$ cat config.mk
export PLATFORM = sky130hd
export DESIGN_NAME = dsp_mac_seq_flat
export DESIGN_NICKNAME = d
export VERILOG_FILES = /design/src/rtl/dsp_mac_seq_if.sv /design/src/rtl/dsp_mac_seq.sv /design/src/flat_wrapper.sv
export SDC_FILE = /design/constraint.sdc
export NUM_CORES = 1
export LEC_CHECK = 0
export CAP_MARGIN = 20
export CORE_MARGIN = 2
export CORE_UTILIZATION = 49
export DETAILED_ROUTE_END_ITERATION = 16
export PLACE_DENSITY = 0.77
export SLEW_MARGIN = 20
export SYNTH_ARGS = -nofsm -noshare
export SYNTH_HDL_FRONTEND = slang
export SYNTH_SLANG_ARGS = --single-unit
$ cat constraint.sdc
create_clock -name clk -period 2 [get_ports clk]
set_clock_uncertainty 0.1 [all_clocks]
set_input_delay 0.5 -clock clk [delete_from_list [all_inputs] [get_ports clk]]
set_output_delay 0.5 -clock clk [all_outputs]
set_load 0.02 [all_outputs]
$ cat src/rtl/dsp_mac_seq_if.sv
// Handshake and datapath-control bundle between a MAC datapath owner and its sequencer.
interface dsp_mac_seq_if #(
  parameter int unsigned CNT_W = 8
);
  logic             start;
  logic [CNT_W-1:0] len;
  logic             in_valid;
  logic             in_ready;
  logic             ce_in;
  logic             ce_m;
  logic             ce_p;
  logic             acc_clr;
  logic             busy;
  logic             done;

  modport master (
    output start, len, in_valid,
    input  in_ready, ce_in, ce_m, ce_p, acc_clr, busy, done
  );

  modport slave (
    input  start, len, in_valid,
    output in_ready, ce_in, ce_m, ce_p, acc_clr, busy, done
  );
endinterface

$ cat src/rtl/dsp_mac_seq.sv
// Sequencer for a 3-stage (A/B -> M -> P) multiply-accumulate datapath: accepts N samples,
// steers the stage clock enables and clears the accumulator on the first product.
module dsp_mac_seq #(
  parameter int unsigned CNT_W = 8
) (
  input logic           clk,
  input logic           rst,
  dsp_mac_seq_if.slave  bus
);

  typedef enum logic [1:0] {StIdle, StLoad, StDrain, StDone} state_e;

  state_e           state_q, state_d;
  logic [CNT_W-1:0] cnt_q, cnt_d;
  logic             first_q, first_d;
  logic [1:0]       vld_q, fst_q;
  logic             in_ready, ce_in;

  always_ff @(posedge clk) begin
    if (rst) begin
      state_q <= StIdle;
      cnt_q   <= '0;
      first_q <= 1'b0;
      vld_q   <= 2'b00;
      fst_q   <= 2'b00;
    end else begin
      state_q <= state_d;
      cnt_q   <= cnt_d;
      first_q <= first_d;
      vld_q   <= {vld_q[0], ce_in};
      fst_q   <= {fst_q[0], ce_in & first_q};
    end
  end

  always_comb begin
    state_d  = state_q;
    cnt_d    = cnt_q;
    first_d  = first_q;
    in_ready = (state_q == StLoad);
    ce_in    = bus.in_valid & in_ready;

    unique case (state_q)
      StIdle: begin
        if (bus.start) begin
          if (bus.len != '0) begin
            state_d = StLoad;
            cnt_d   = bus.len;
            first_d = 1'b1;
          end else begin
            state_d = StDone;
          end
        end
      end
      StLoad: begin
        if (ce_in) begin
          cnt_d   = cnt_q - CNT_W'(1);
          first_d = 1'b0;
          if (cnt_q == CNT_W'(1)) state_d = StDrain;
        end
      end
      // Last product reaches P exactly when only the older token slot is occupied.
      StDrain: begin
        if (vld_q == 2'b10) state_d = StDone;
      end
      StDone: begin
        state_d = StIdle;
      end
      default: begin
        state_d = StIdle;
      end
    endcase
  end

  assign bus.in_ready = in_ready;
  assign bus.ce_in    = ce_in;
  assign bus.ce_m     = vld_q[0];
  assign bus.ce_p     = vld_q[1];
  assign bus.acc_clr  = vld_q[1] & fst_q[1];
  assign bus.busy     = (state_q != StIdle);
  assign bus.done     = (state_q == StDone);

endmodule

$ cat src/flat_wrapper.sv
// flat-port wrapper written by rule: the top's interface ports become plain ports
module dsp_mac_seq_flat 
#(
  parameter int unsigned CNT_W = 8
)
  (clk, rst, bus_start, bus_len, bus_in_valid, bus_in_ready, bus_ce_in, bus_ce_m, bus_ce_p, bus_acc_clr, bus_busy, bus_done);
  dsp_mac_seq_if #(.CNT_W(CNT_W)) bus_i ();
  input logic clk;
  input logic rst;
  input wire logic [$bits(bus_i.start)-1:0] bus_start;
  input wire logic [$bits(bus_i.len)-1:0] bus_len;
  input wire logic [$bits(bus_i.in_valid)-1:0] bus_in_valid;
  output wire logic [$bits(bus_i.in_ready)-1:0] bus_in_ready;
  output wire logic [$bits(bus_i.ce_in)-1:0] bus_ce_in;
  output wire logic [$bits(bus_i.ce_m)-1:0] bus_ce_m;
  output wire logic [$bits(bus_i.ce_p)-1:0] bus_ce_p;
  output wire logic [$bits(bus_i.acc_clr)-1:0] bus_acc_clr;
  output wire logic [$bits(bus_i.busy)-1:0] bus_busy;
  output wire logic [$bits(bus_i.done)-1:0] bus_done;
  assign bus_i.start = bus_start;
  assign bus_i.len = bus_len;
  assign bus_i.in_valid = bus_in_valid;
  assign bus_in_ready = bus_i.in_ready;
  assign bus_ce_in = bus_i.ce_in;
  assign bus_ce_m = bus_i.ce_m;
  assign bus_ce_p = bus_i.ce_p;
  assign bus_acc_clr = bus_i.acc_clr;
  assign bus_busy = bus_i.busy;
  assign bus_done = bus_i.done;
  dsp_mac_seq #(.CNT_W(CNT_W)) u_core (.clk(clk), .rst(rst), .bus(bus_i));
endmodule
==> metrics.cfg <==
[run_status]
status=finished clean

[layout]
multiInputGateArea_sq_um=573
antenna_cells=0
syn_to_final_growth_pct=31.2
regArea_sq_um=302
fin_nets=153
layout.filler_cells=167
drive_above_1_share=0.209

[synthesis]
ys_async_sr_fraction=0
synth_top_area_frac=0.323
synth_area_sq_um=930
dominantRegCellSynth=dfxtp_1
synthCells=105
synth_edf_count=0
seq_area_frac_synth=0.323
ys_top_cells_by_area=dfxtp_1 32%, ha_1 8.1%, o311ai_1 5.7%, o31ai_1 4.8%, inv_1 4.0%
yosysWarnings=0
synth-seq-cells=15
ys_types=36
synth.most_common_cell=dfxtp_1
ys_top_cells_by_count=15 x dfxtp_1, 10 x inv_1, 9 x nor2_1
synth_top_area_cell=dfxtp_1
synth_fp_nets=123
avgSynthCellArea_sq_um=8.85

[pwr]
leakage_nw=0.517
power_mw=1.82
peakVddDrop_mv=1.01
p_per_area_mw_per_mm2=1490

[die]
fp.dieH_microns=47.6
rows=15
floorplan.initialDensity=0.527
die-area_sq_mm=0.00226
io_pins=19
die-width_microns=47.6
core_sq_mm=0.00176

[placed_design]
io_buffers=18
gp_congestion=0.865
dp_hpwl_microns=1700

[critical_path]
criticalPathCategory=input pin to output pin
endpoint_kind=output pin
crit_required_ns=1.40
crit_fanout=2
cp-start-kind=input pin
cp_data_arrival_time_ns=1.27

[routing]
drtIter0Drc=52
vias=935
route.detailed.drc=0
ant_nets=0
drtPass1Iterations=4
wirelength_microns=2280
avgViaCountPerCell=5.88
wl_per_cell_microns=14.3

[clocking]
htree_levels=1
cts.sinks=15
clock_latency_ns=0.29
post_cts.repair.setup_buffers=0
cts_tree=done
cts_made_buffers=3
cts.path.max_buffers=2
cts_root_buf=clkbuf_4
clkTransAtPathRegs_ns=0.11

[global_routing]
grt_pass1_wl_microns=3730
grt_max_degree=14
overflow=0
antenna_found_initial=0
grt_pass1_vias=884
grt_usage=0.231

[sta]
whs_ns=0.380
finalSetupViolCount=0
period_needed_ns=1.87
hold_violations=0
maxSlewViolCount=0
slew_headroom=0.694
period_share=0.937
rsz0062_at_grt=false
worst_pin_slew_ns=0.456
fmax_mhz=533

[worst_hold_path]
min_path_type=flip-flop to flip-flop

[flow_run]
max_cap_viol_count=0

[final timing paths]
| check | cells past startpoint | end | slack, ns | startpoint |
|---|---|---|---|---|
| max reg2reg | 7 | u_core.cnt_q[5] | 0.14 | u_core.state_q[0] |
| max | 3 | bus_ce_in | 0.13 | bus_in_valid |
| min | 1 | u_core.fst_q[1] | 0.38 | u_core.fst_q[0] |
| min reg2reg | 1 | u_core.fst_q[1] | 0.38 | u_core.fst_q[0] |
[layout make-up]
type	instances	area share
Clock inverter	1	0.00410
Sequential cell	15	0.247
Multi-Input combinational cell	76	0.470
Timing Repair Buffer	29	0.204
Inverter	10	0.0308
Clock buffer	3	0.0185
Tap cell	25	0.0256
[cell usage in the layout, fill, tap and decap left out, drive strengths merged]
master         instances
o2111ai                1
a41o                   1
nand4                  2
o311ai                 6
nand3                  1
nor2                   9
clkbuf                 5
nor4b                  1
clkdlybuf4s50         13
and4                   2
a31oi                  2
a211oi                 1
nand2b                 2
a32oi                  1
o21a                   1
a21oi                  7
clkinv                 1
and3                   2
a311oi                 1
dlygate4sd2            1
nor2b                  4
ha                     6
a21boi                 1
a221oi                 1
and2                   3
o2111a                 1
mux2i                  2
inv                   10
dfxtp                 15
nor3                   2
o21ai                  3
buf                   12
a2bb2oi                1
o31ai                  6
dlymetal6s2s           1
nand2                  4
nor4                   2
[where the power goes]
part	internal [mW]	total [mW]	switching, mW	leakage [nW]
clock network	0.0743	0.183	0.109	0.0177
logic	0.503	1.12	0.619	0.376
registers	0.404	0.516	0.113	0.123
total	0.981	1.82	0.841	0.517
[sequential cells by signal, summed over array words and instances (netlist names)]
name and count:
u_core.cnt_q 8, u_core.fst_q 2, u_core.first_q 1, u_core.vld_q 2, u_core.state_q 2
[per-stage QoR]
stage	utilization	TNS (ns)	cell area [sq um]	cells	setup slack [ns]
detailed placement	0.683	-1.18	1200	155	-0.317
global placement	0.683	-0.793	1200	155	-0.313
finish	0.691	0	1220	159	0.125
CTS	0.698	0	1230	159	0.0233
floorplan	-	0	930	105	0.137
global route	0.691	0	1220	159	0.00738
[critical path, stage by stage]
cell and delay, ns:
clkdlybuf4s50_1 0.47, and2_1 0.14, buf_2 0.16
[per-layer routing]
layer | global-route usage | part of all wire
met2 | 0.408 | 0.48
met4 | 0.0649 | 0.0026
met3 | 0.0226 | 0.084
met1 | 0.297 | 0.43
met5 | 0 | 0
[logic make-up (layout without fill, tap and decap cells)]
| group | count (synthesis) | in the layout | share of synthesized area |
|---|---|---|---|
| adder cells (fa/ha/maj) | 6 | 6 | 0.0808 |
| buffers and inverters | 14 | 43 | 0.0606 |
| AND/OR/NAND/NOR | 34 | 34 | 0.222 |
| multiplexers | 2 | 2 | 0.0215 |
| AO/OA/AOI/OAI | 34 | 34 | 0.292 |
| flip-flops | 15 | 15 | 0.323 |
[what timing repair did]
action                     4_1_cts  5_1_grt
hold buffers                     0        0
setup endpoints to repair        4        4
resized for setup                7        6
hold endpoints to repair         0        0
cloned                           0        0
pin swaps                        0        0
No activity file was read; power rests on OpenSTA's default activity.
